## config.mk

```make
export PLATFORM = sky130hd
export DESIGN_NAME = sdf_bfly_stage
export DESIGN_NICKNAME = d
export VERILOG_FILES = /design/src/rtl/sdf_bfly_stage.sv
export SDC_FILE = /design/constraint.sdc
export NUM_CORES = 1
export LEC_CHECK = 0
export CAP_MARGIN = 40
export CELL_PAD_IN_SITES_DETAIL_PLACEMENT = 1
export CELL_PAD_IN_SITES_GLOBAL_PLACEMENT = 2
export CORE_MARGIN = 2
export CORE_UTILIZATION = 38
export DETAILED_ROUTE_END_ITERATION = 6
export PLACE_DENSITY_LB_ADDON = 0.1
export SLEW_MARGIN = 15
export SYNTH_ARGS = -nofsm -noshare
export SYNTH_HDL_FRONTEND = slang
export SYNTH_SLANG_ARGS = --single-unit
```

## constraint.sdc

```tcl
create_clock -name clk -period 3.4 [get_ports clk]
set_input_delay 0.68 -clock clk [delete_from_list [all_inputs] [get_ports clk]]
set_output_delay 0.68 -clock clk [all_outputs]
set_load 0.01 [all_outputs]
```

## src/rtl/sdf_bfly_stage.sv

```systemverilog
`default_nettype none
// ============================================================================
// Module      : sdf_bfly_stage
// Description : Radix-2 DIF single-path delay-feedback butterfly stage.
//               A DEPTH-entry feedback delay line holds first-half samples
//               (fill phase). During the butterfly phase the head is combined
//               with the incoming sample: the sum goes out immediately and
//               the difference is fed back into the line. The stored
//               differences come out during the next fill phase or during
//               flush bubbles.
//               Optional macro BFLY_ROUND_EN: outputs are rounded half-up
//               from W+1 to W bits at the output register.
// Revision    : 1.0 - initial release
// ============================================================================
module sdf_bfly_stage #(
    parameter  int W     = 16,
    parameter  int DEPTH = 16,
`ifdef BFLY_ROUND_EN
    localparam int OW    = W
`else
    localparam int OW    = W + 1
`endif
) (
    input  logic          clk,
    input  logic          rst,
    input  logic          din_valid,
    input  logic          bfly_en,
    input  logic          flush,
    input  logic [W-1:0]  din_re,
    input  logic [W-1:0]  din_im,
    output logic          dout_valid,
    output logic [OW-1:0] dout_re,
    output logic [OW-1:0] dout_im,
    output logic          err_underrun
);

    // Internal sample width: one guard bit so sums/diffs of W-bit inputs fit.
    localparam int c_DW = W + 1;

    // Delay line; index DEPTH-1 is the head (oldest entry).
    logic signed [c_DW-1:0] r_line_re [DEPTH];
    logic signed [c_DW-1:0] r_line_im [DEPTH];
    logic        [DEPTH-1:0] r_line_tag;

    logic                   r_dout_valid;
    logic        [OW-1:0]   r_dout_re;
    logic        [OW-1:0]   r_dout_im;
    logic                   r_err;

    logic                   w_adv;
    logic                   w_head_tag;
    logic signed [c_DW-1:0] w_a_re;
    logic signed [c_DW-1:0] w_a_im;
    logic signed [c_DW-1:0] w_b_re;
    logic signed [c_DW-1:0] w_b_im;
    logic signed [c_DW-1:0] w_sum_re;
    logic signed [c_DW-1:0] w_sum_im;
    logic signed [c_DW-1:0] w_diff_re;
    logic signed [c_DW-1:0] w_diff_im;
    logic signed [c_DW-1:0] w_push_re;
    logic signed [c_DW-1:0] w_push_im;
    logic                   w_push_tag;
    logic signed [c_DW-1:0] w_sel_re;
    logic signed [c_DW-1:0] w_sel_im;
    logic                   w_out_valid;
    logic        [OW-1:0]   w_out_re;
    logic        [OW-1:0]   w_out_im;
    logic                   w_underrun;

    // A flush bubble advances the line exactly like a sample, but with b=0.
    assign w_adv      = din_valid | flush;
    assign w_head_tag = r_line_tag[DEPTH-1];

    // Unoccupied head is treated as zero (covers the underrun case).
    assign w_a_re = w_head_tag ? r_line_re[DEPTH-1] : '0;
    assign w_a_im = w_head_tag ? r_line_im[DEPTH-1] : '0;
    assign w_b_re = din_valid ? {din_re[W-1], din_re} : '0;
    assign w_b_im = din_valid ? {din_im[W-1], din_im} : '0;

    // W+1-bit wrap is exact: operands are sign-extended W-bit values.
    assign w_sum_re  = w_a_re + w_b_re;
    assign w_sum_im  = w_a_im + w_b_im;
    assign w_diff_re = w_a_re - w_b_re;
    assign w_diff_im = w_a_im - w_b_im;

    // Fill pushes the new sample; butterfly pushes the difference (always occupied).
    assign w_push_re  = bfly_en ? w_diff_re : w_b_re;
    assign w_push_im  = bfly_en ? w_diff_im : w_b_im;
    assign w_push_tag = bfly_en | din_valid;

    // Fill emits the popped head; butterfly emits the sum.
    assign w_sel_re    = bfly_en ? w_sum_re : w_a_re;
    assign w_sel_im    = bfly_en ? w_sum_im : w_a_im;
    assign w_out_valid = bfly_en | w_head_tag;

    assign w_underrun = w_adv & bfly_en & ~w_head_tag;

`ifdef BFLY_ROUND_EN
    // (x + 1) >>> 1 equals x>>>1 plus the dropped LSB.
    assign w_out_re = w_sel_re[W:1] + {{(W-1){1'b0}}, w_sel_re[0]};
    assign w_out_im = w_sel_im[W:1] + {{(W-1){1'b0}}, w_sel_im[0]};
`else
    assign w_out_re = w_sel_re;
    assign w_out_im = w_sel_im;
`endif

    // Delay line shifts one place toward the head on every advance.
    always_ff @(posedge clk or negedge rst) begin
        if (!rst) begin
            for (int i = 0; i < DEPTH; i++) begin
                r_line_re[i]  <= '0;
                r_line_im[i]  <= '0;
                r_line_tag[i] <= 1'b0;
            end
        end else if (w_adv) begin
            for (int i = DEPTH - 1; i > 0; i--) begin
                r_line_re[i]  <= r_line_re[i-1];
                r_line_im[i]  <= r_line_im[i-1];
                r_line_tag[i] <= r_line_tag[i-1];
            end
            r_line_re[0]  <= w_push_re;
            r_line_im[0]  <= w_push_im;
            r_line_tag[0] <= w_push_tag;
        end
    end

    // Output register plus sticky underrun flag.
    always_ff @(posedge clk or negedge rst) begin
        if (!rst) begin
            r_dout_valid <= 1'b0;
            r_dout_re    <= '0;
            r_dout_im    <= '0;
            r_err        <= 1'b0;
        end else begin
            r_dout_valid <= w_adv & w_out_valid;
            if (w_adv) begin
                r_dout_re <= w_out_re;
                r_dout_im <= w_out_im;
            end
            if (w_underrun) begin
                r_err <= 1'b1;
            end
        end
    end

    assign dout_valid   = r_dout_valid;
    assign dout_re      = r_dout_re;
    assign dout_im      = r_dout_im;
    assign err_underrun = r_err;

endmodule
`default_nettype wire
```

==> results of run 1 <==
synthesized netlist by cell type, drive strengths merged, types with 17 or more instances:
master     n
dfrtp    596
o21ai     56
ha        62
clkbuf   124
inv       61
and2      33
buf       44
nor2      76
nand2   1657
a22oi     17
a21oi     77
xnor2     40
routing by layer:
metal / part of all wire / vias to the layer above / global-route usage
li1: - / 9801 / -
met1: 0.53 / 9923 / 0.308
met5: 0 / - / 0
met3: 0.029 / 101 / 0.0297
met4: 0.023 / 0 / 0.0560
met2: 0.42 / 217 / 0.295
cell type report:
type,count,share of cell area
well taps,882,0.0354
repair buffers,234,0.0746
multi-input cells,2223,0.331
inverters,61,0.00735
flip-flops and latches,596,0.479
clock inverters,21,0.00759
clock buffers,98,0.0654
flip-flops by register name, summed over array words and instances, names as in the netlist:
name / flops
dout_re: 17
r_line_tag: 16
dout_im: 17
dout_valid: 1
r_line_im: 272
r_line_re: 272
err_underrun: 1
logic make-up after synthesis:
family                     count (synthesis)  synth area share
AOI/OAI and AO/OA                        262            0.0667
muxes                                     14           0.00551
xor gates and xnor gates                  52            0.0174
buffers and inverters                    229            0.0343
adders and majority gates                 66            0.0328
DFF                                      596             0.571
and+or+nand+nor                         1829             0.272
worst max-delay path, stage by stage:
cell	delay (ns)
clkdlybuf4s50_1	0.52
buf_4	0.19
buf_4	0.16
nand2_1	0.10
ha_1	0.36
buf_4	0.13
o21ai_1	0.10
a21oi_1	0.24
o21ai_1	0.20
o31ai_2	0.38
nand3_1	0.20
mux2i_1	0.23
a31oi_1	0.11
where the power goes:
part | switching (mW) | total (mW) | internal [mW] | leakage, nW
Combinational | 1.89 | 3.23 | 1.34 | 7.90
Sequential | 0.964 | 9.59 | 8.62 | 7.62
Clock | 3.07 | 7.42 | 4.35 | 1.12
Total | 5.92 | 20.2 | 14.3 | 16.6
metrics by stage:
stage	instances	utilization	TNS [ns]	hold WS, ns
after floorplan	3048	-	0	0.384
after global placement	3995	0.423	-3.40	0.448
after detailed placement	3996	0.423	-7.17	0.454
after CTS	4115	0.456	0	0.0893
after global routing	4115	0.456	0	0.104
final	4115	0.456	0	0.0730
how the worst max path moves through the flow:
stage                         start              to  slack (ns)  depth (start not counted)
after CTS                 din_valid  r_line_im[270]        0.22                         14
after detailed placement  din_valid  r_line_im[270]       -0.42                         14
after global routing      din_valid  r_line_im[270]        0.06                         13
final                     din_valid  r_line_im[270]        0.27                         13
after global placement    din_valid  r_line_im[268]       -0.25                         14
after floorplan           din_valid     dout_im[14]        0.03                         14
==> results_dict.tcl, run 1 <==
set metrics [dict create \
    grt_use_total 0.201 \
    finalPower_mw 20.2 \
    syn_to_final_growth_pct 19.3 \
    period_needed_ns 3.13 \
    finalHoldViolCount 0 \
    pin_count 73 \
    fp.dieW_um 266 \
    gp_congestion 0.890 \
    drt-total-wl_um 69000 \
    fin_nets 3288 \
    path_clk_slew_ns 0.06 \
    vias 20000 \
    clk_latency_ns 0.62 \
    worstReg2RegStart "r_line_tag[15]" \
    diodes 0 \
    synth_seq_area_share 0.571 \
    cts_made_buffers 69 \
    dp_hpwl_um 45600 \
    worstPathArrival_ns 3.61 \
    postLayoutCellArea_sq_um 31200 \
    rows 96 \
    synth_edf_count 0 \
    startpoint_type "input port" \
    yosysWarnings 0 \
    clock_path_buffers 3 \
    max_slew.worst_pin.slew_ns 0.725 \
    port_buffers 72 \
    maxCapViolations 0 \
    run_status "finished, final reports clean" \
    hp-class "input port to async pin" \
    fillers 7961 \
    reg2reg_slack_ns 0.45 \
    synth_top_area_frac 0.571 \
    firstDrtPassIters 5 \
    multi_input_area_sq_um 10300 \
    avgSynthCellArea_sq_um 8.57 \
    layout-drive-gt1-share 0.0903 \
    post-place-ws_ns -0.420 \
    max_freq_mhz 320 \
    ctsResizeCount 0 \
    grt_pass1_vias 21100 \
    start_util 0.382 \
    setup.worst_path.class "input port to flop" \
    die-area_sq_um 70800 \
    antenna_found_initial 0 \
    grt_pass1_wl_um 115000 \
    clock-sinks 596 \
    final_common_cell "nand2_1" \
    r2r_cells 11 \
    yosysTopAreaCell "dfrtp_1" \
    grt_max_degree 129 \
    layout_common_cells "1656 x nand2_1, 596 x dfrtp_1, 131 x buf_4" \
    slew_viol_final 0 \
    viasPerCell 4.87 \
    slew_headroom 0.517 \
    rsz0062_at_grt "no" \
    synthesis.nets 3151 \
    netlist_area_sq_um 26100 \
    setup_viol 0 \
    die_h_um 266 \
    fin_crit_sh 0.920 \
    cp.required_ns 3.88 \
    first_iter_violations 1170 \
    clock_skew_ns 0.0256 \
    h-tree-depth 3 \
    irDropWorstVdd_mv 0.363 \
    ys_ff_latch 596 \
    netlist-cell-type-count 66 \
    dominantRegCellSynth "dfrtp_1" \
    r2r-end "r_line_re[271]" \
    ctsHoldBuffers 0 \
    core_sq_um 68300 \
    cp-end-kind "flop" \
    path_max_fanout 7 \
    place_area_sq_um 28900 \
    grt_overflow_total 0 \
    post_cts_buffers 0 \
    seq_area_sq_um 14900 \
    ys_top_cells_by_area "dfrtp_1 57%, nand2_1 24%, ha_1 3.0%" \
    synthArstFlopShare 1.00 \
    syn_inst 3048 \
    power.leakage_nw 16.6 \
    power_density_nw_per_um2 649 \
    worst_slack_ns 0.271 \
    drc 0 \
    ant_nets 0 \
    cts-root-buf "clkbuf_16" \
    cts_tree "yes" \
    wl_per_cell_um 16.8 \
]
No activity file was read; power rests on OpenSTA's default activity.
==> run 2, diff against run 1 <==
--- a/config.mk
+++ b/config.mk
@@ -8,7 +8,7 @@
 export CAP_MARGIN = 40
 export CELL_PAD_IN_SITES_DETAIL_PLACEMENT = 1
 export CELL_PAD_IN_SITES_GLOBAL_PLACEMENT = 2
-export CORE_MARGIN = 2
+export CORE_MARGIN = 1.5
 export CORE_UTILIZATION = 38
 export DETAILED_ROUTE_END_ITERATION = 6
 export PLACE_DENSITY_LB_ADDON = 0.1
==> run 2 against run 1 <==
Sequential power about the same. Utilization up 0.33 points. Register-to-register slack worse by 0.14 ns. Maximum frequency down 1.7%. Clock power down 0.5%. Final cell count about the same. Final area down 0.32%. Worst setup slack worse by 0.053 ns. Routed wire length up 1.4%. Clock skew down 0.0044 ns. Non-clock buffer count up 5. Hold slack worse by 0.041 ns. Critical endpoint is now r_line_re[271]. Largest cell class unchanged.
==> results_dict.tcl, run 2 (synthesized netlist as in run 1, its figures left out) <==
set metrics [dict create \
    run_status "finished, final reports clean" \
    h-tree-depth 3 \
    drt-total-wl_um 70000 \
    power_density_nw_per_um2 651 \
    diodes 0 \
    ctsResizeCount 0 \
    wl_per_cell_um 17.0 \
    worst_slack_ns 0.219 \
    die_h_um 265 \
    port_buffers 72 \
    post-place-ws_ns -0.402 \
    cp.required_ns 3.89 \
    grt_pass1_vias 20700 \
    slowest_stage "clkdlybuf4s50_1" \
    fillers 7888 \
    path_common_cell "buf_4" \
    path_cells "clkdlybuf4s50_1 > buf_4 > buf_4 > nand2_1 > inv_1 > fa_1 > nor2b_4 > o311a_4 > o211ai_2 > a31oi_2 > mux2i_1 > a21oi_1 > a211o_1" \
    rsz0062_at_grt "no" \
    gp_congestion 0.849 \
    irDropWorstVdd_mv 0.355 \
    final_cells 4111 \
    path_clk_slew_ns 0.06 \
    fp.dieW_um 265 \
    finalSetupTns_ns 0 \
    layout_common_cells "1656 x nand2_1, 596 x dfrtp_1, 145 x buf_4" \
    dp_cells 3992 \
    clock_path_buffers 3 \
    hp-class "input port to async pin" \
    power.leakage_nw 16.6 \
    pin_count 73 \
    clock-sinks 596 \
    max_slew.worst_pin.slew_ns 0.854 \
    clk_latency_ns 0.62 \
    final_common_cell "nand2_1" \
    cts_tree "yes" \
    cp-end-kind "flop" \
    antenna_found_initial 0 \
    dp_hpwl_um 46000 \
    ant_nets 0 \
    drc 0 \
    r2r_cells 11 \
    setup.worst_path.class "input port to flop" \
    viasPerCell 4.84 \
    period_needed_ns 3.18 \
    vias 19900 \
    fin_crit_sh 0.936 \
    whs_ns 0.0320 \
    ctsHoldBuffers 0 \
    grt_use_total 0.206 \
    slew_headroom 0.431 \
    start_util 0.386 \
    core_sq_um 67600 \
    setup_viol 0 \
    first_iter_violations 1319 \
    startpoint_type "input port" \
    rows 95 \
    slew_viol_final 0 \
    syn_to_final_growth_pct 19.0 \
    cts-root-buf "clkbuf_16" \
    clock_skew_ns 0.0212 \
    critPathMaxStageDelay_ns 0.52 \
    worstPathArrival_ns 3.67 \
    grt_pass1_wl_um 116000 \
    path_max_fanout 4 \
    die-area_sq_um 70300 \
    fin_nets 3293 \
    grt_max_degree 180 \
    firstDrtPassIters 5 \
    post_cts_buffers 0 \
    top_regs "r_line_im x272, r_line_re x272" \
    maxCapViolations 0 \
    fin_util 0.459 \
    layout-drive-gt1-share 0.0889 \
    finalHoldViolCount 0 \
    max_freq_mhz 314 \
    cts_made_buffers 69 \
    grt_overflow_total 0 \
]
run 2: final timing paths:
path	start	end	slack (ns)
setup / recovery	din_valid	r_line_re[271]	0.22
hold / removal	rst	r_line_im[270]	0.03
setup reg to reg	r_line_tag[15]	r_line_re[271]	0.31
hold reg to reg	r_line_im[2]	r_line_im[2]	0.46
max in group asynchronous	rst	r_line_re[194]	2.36
min in group clk	r_line_im[2]	r_line_im[2]	0.46
run 2: metrics by stage:
step                area [sq um]  power, mW
CTS                        31100       20.6
global route               31100       21.5
detailed placement         28800       13.0
finish                     31100       20.2
global placement           28800       12.8
floorplan                  26100       11.4
run 2: layout make-up:
cell class / instances / area, sq um / area share
Sequential cell: 596 / 14900 / 0.480
Inverter: 61 / 229 / 0.00737
Tap cell: 873 / 1090 / 0.0352
Clock buffer: 102 / 2010 / 0.0648
Timing Repair Buffer: 239 / 2250 / 0.0726
Multi-Input combinational cell: 2223 / 10300 / 0.332
Clock inverter: 17 / 248 / 0.00798
run 2: power by group:
part           total, mW  internal (mW)  leakage, nW  switching, mW
clock network       7.38           4.35         1.11           3.03
logic               3.24           1.33         7.89           1.91
registers           9.59           8.62         7.62          0.969
total               20.2           14.3         16.6           5.91
run 2: worst max-delay path, delay by kind of cell:
| kind | cells | cell delay [ns] |
|---|---|---|
| AOI/OAI and AO/OA | 5 | 1.02 |
| buffers and inverters | 4 | 0.99 |
| adders and majority gates | 1 | 0.49 |
| and+or+nand+nor | 2 | 0.27 |
| muxes | 1 | 0.22 |
run 2: layer usage:
metal	global-route usage	vias up	part of all wire
met4	0.0541	0	0.024
met5	0	-	0
met1	0.315	9751	0.53
li1	-	9802	-
met2	0.302	248	0.42
met3	0.0304	108	0.030
==> run 3, diff against run 2 <==
--- a/config.mk
+++ b/config.mk
@@ -5,6 +5,7 @@
 export SDC_FILE = /design/constraint.sdc
 export NUM_CORES = 1
 export LEC_CHECK = 0
+export ABC_AREA = 1
 export CAP_MARGIN = 40
 export CELL_PAD_IN_SITES_DETAIL_PLACEMENT = 1
 export CELL_PAD_IN_SITES_GLOBAL_PLACEMENT = 2
==> constraint.sdc (replaced) <==
create_clock -name clk -period 3.4 [get_ports clk]
set_input_delay 0.85 -clock clk [delete_from_list [all_inputs] [get_ports clk]]
set_output_delay 0.85 -clock clk [all_outputs]
set_load 0.01 [all_outputs]
==> run 3 against run 2 <==
Maximum frequency up 1.7%. Sequential share of layout area about the same. Utilization down 0.97 points. Count of clock-buffer cells in the layout down 2. Final area about the same. Critical path type is now flop to flop. Largest cell class unchanged.
==> results_dict.tcl, run 3 <==
set metrics [dict create \
    netlist_area_sq_um 26700 \
    max_slew.worst_pin.slew_ns 0.827 \
    rsz0062_at_grt "no" \
    finalPower_mw 20.0 \
    synth_commonest_cells "995 x nand2_1, 596 x dfrtp_1, 438 x o21ai_1, 408 x inv_1, 116 x o21ai_0" \
    fin_crit_sh 0.920 \
    start_util 0.386 \
    final_common_cell "nand2_1" \
    gp_congestion 0.913 \
    yosysTopAreaCell "dfrtp_1" \
    period_needed_ns 3.13 \
    h-tree-depth 3 \
    netlist-cell-type-count 42 \
    cts-root-buf "clkbuf_16" \
    rows 96 \
    clock_skew_ns 0.0216 \
    dominantRegCellSynth "dfrtp_1" \
    fin_util 0.450 \
    worstPathArrival_ns 3.63 \
    path_clk_slew_ns 0.06 \
    ant_nets 0 \
    grt_pass1_vias 21800 \
    grt_max_degree 90 \
    cts_made_buffers 69 \
    cp-end-kind "flop" \
    firstDrtPassIters 4 \
    fp.dieW_um 268 \
    port_buffers 72 \
    ctsHoldBuffers 0 \
    clock-sinks 596 \
    die-area_sq_um 71800 \
    vias 20500 \
    cp.required_ns 3.90 \
    synth_edf_count 0 \
    syn_to_final_growth_pct 16.3 \
    clock_path_buffers 3 \
    avgSynthCellArea_sq_um 8.47 \
    syn_inst 3152 \
    yosysWarnings 0 \
    layout_common_cells "995 x nand2_1, 596 x dfrtp_1, 438 x o21ai_1" \
    synthArstFlopShare 1.00 \
    first_iter_violations 1141 \
    path_max_fanout 16 \
    setup.worst_path.class "flop to flop" \
    slew_headroom 0.449 \
    cts_tree "yes" \
    viasPerCell 4.85 \
    max_freq_mhz 320 \
    wl_per_cell_um 17.3 \
    synth_seq_area_share 0.559 \
    die_h_um 268 \
    clk_latency_ns 0.62 \
    yosys.cell_count.top_type "nand2_1" \
    grt_use_total 0.211 \
    grt_overflow_total 0 \
    drt-total-wl_um 72900 \
    startpoint_type "flop" \
    top_regs "r_line_im x272, r_line_re x272" \
    synthesis.nets 3255 \
    ys_top_cells_by_area "dfrtp_1 56%, nand2_1 14%, o21ai_1 8.2%" \
    slew_viol_final 0 \
    dp_hpwl_um 50600 \
    core_sq_um 69100 \
    setup_viol 0 \
    r2r_cells 12 \
    irDropWorstVdd_mv 0.413 \
    post_cts_buffers 0 \
    grt_pass1_wl_um 120000 \
    power_density_nw_per_um2 645 \
    layout-drive-gt1-share 0.0801 \
    fillers 8125 \
    power.leakage_nw 15.6 \
    pin_count 73 \
    fin_nets 3336 \
    drc 0 \
    run_status "finished, final reports clean" \
    ctsResizeCount 0 \
    maxCapViolations 0 \
    ys_ff_latch 596 \
    synth_top_area_frac 0.559 \
    antenna_found_initial 0 \
    diodes 0 \
    finalHoldViolCount 0 \
    hp-class "input port to async pin" \
]
-- run 3: cell count changes after synthesis, moves of 17 or more --
cell / delta
o21ai_1: +427
nand2_1: -661
inv_1: +347
and2_1: -26
o21ai_0: +72
buf_1: -17
clkbuf_1: -81
buf_2: +75
a21oi_1: +21
nand3_1: +80
xnor2_1: -37
-- run 3: critical path, stage by stage (launching register included) --
cell,delay (ns)
dfrtp_1,0.87
buf_4,0.28
nand2_1,0.17
inv_1,0.13
ha_1,0.28
o21ai_0,0.42
a21oi_1,0.16
nor2_1,0.25
nor2_1,0.09
nand3_1,0.08
nand3_1,0.07
nand2_1,0.12
nand2_1,0.05
-- run 3: final timing paths --
| kind | start | end | slack, ns |
|---|---|---|---|
| setup / recovery | r_line_tag[15] | dout_im[13] | 0.27 |
| min in group clk | r_line_re[28] | r_line_re[11] | 0.48 |
| hold reg to reg | r_line_re[28] | r_line_re[11] | 0.48 |
| hold / removal | rst | r_line_re[28] | 0.20 |
| max in group asynchronous | rst | r_line_re[160] | 2.22 |
| setup reg to reg | r_line_tag[15] | dout_im[13] | 0.27 |
-- run 3: power by group --
part,internal (mW),switching [mW],total (mW)
clock,4.32,3.10,7.42
combinational,1.26,2.14,3.40
sequential,8.51,0.703,9.21
-- run 3: cells by family (layout without fill, tap and decap cells) --
family | after synthesis | in the layout | synth area share
AND/OR/NAND/NOR | 1199 | 1199 | 0.179
AO/OA/AOI/OAI | 687 | 687 | 0.133
flip-flops | 596 | 596 | 0.559
buffers and inverters | 590 | 722 | 0.0931
adder cells (fa/ha/maj) | 66 | 66 | 0.0321
XOR/XNOR | 14 | 14 | 0.00459
-- run 3: layer usage --
metal	up-vias	wire [um]	track usage
li1	10000	-	-
met1	10100	36600	0.310
met2	205	32200	0.325
met3	102	2240	0.0325
met4	0	1740	0.0559
met5	-	0	0
-- run 3: final cells by class --
class                   count  area, sq um  share of cell area
well taps                 931         1160              0.0375
repair buffers            177         1810              0.0584
multi-input cells        1966         9290               0.299
flip-flops and latches    596        14900               0.480
inverters                 423         1600              0.0514
clock inverters            22          299             0.00963
clock buffers             100         1970              0.0635
-- run 3: stage by stage --
step                hold slack, ns  area, sq um  setup slack [ns]  instances  setup TNS (ns)
global route                 0.225        31100            0.0599       4215               0
global placement             0.455        28800           -0.0295       4092         -0.0690
floorplan                    0.442        26700             0.647       3152               0
detailed placement           0.463        28800            -0.122       4093          -0.508
CTS                          0.239        31100             0.267       4215               0
finish                       0.196        31100             0.273       4215               0
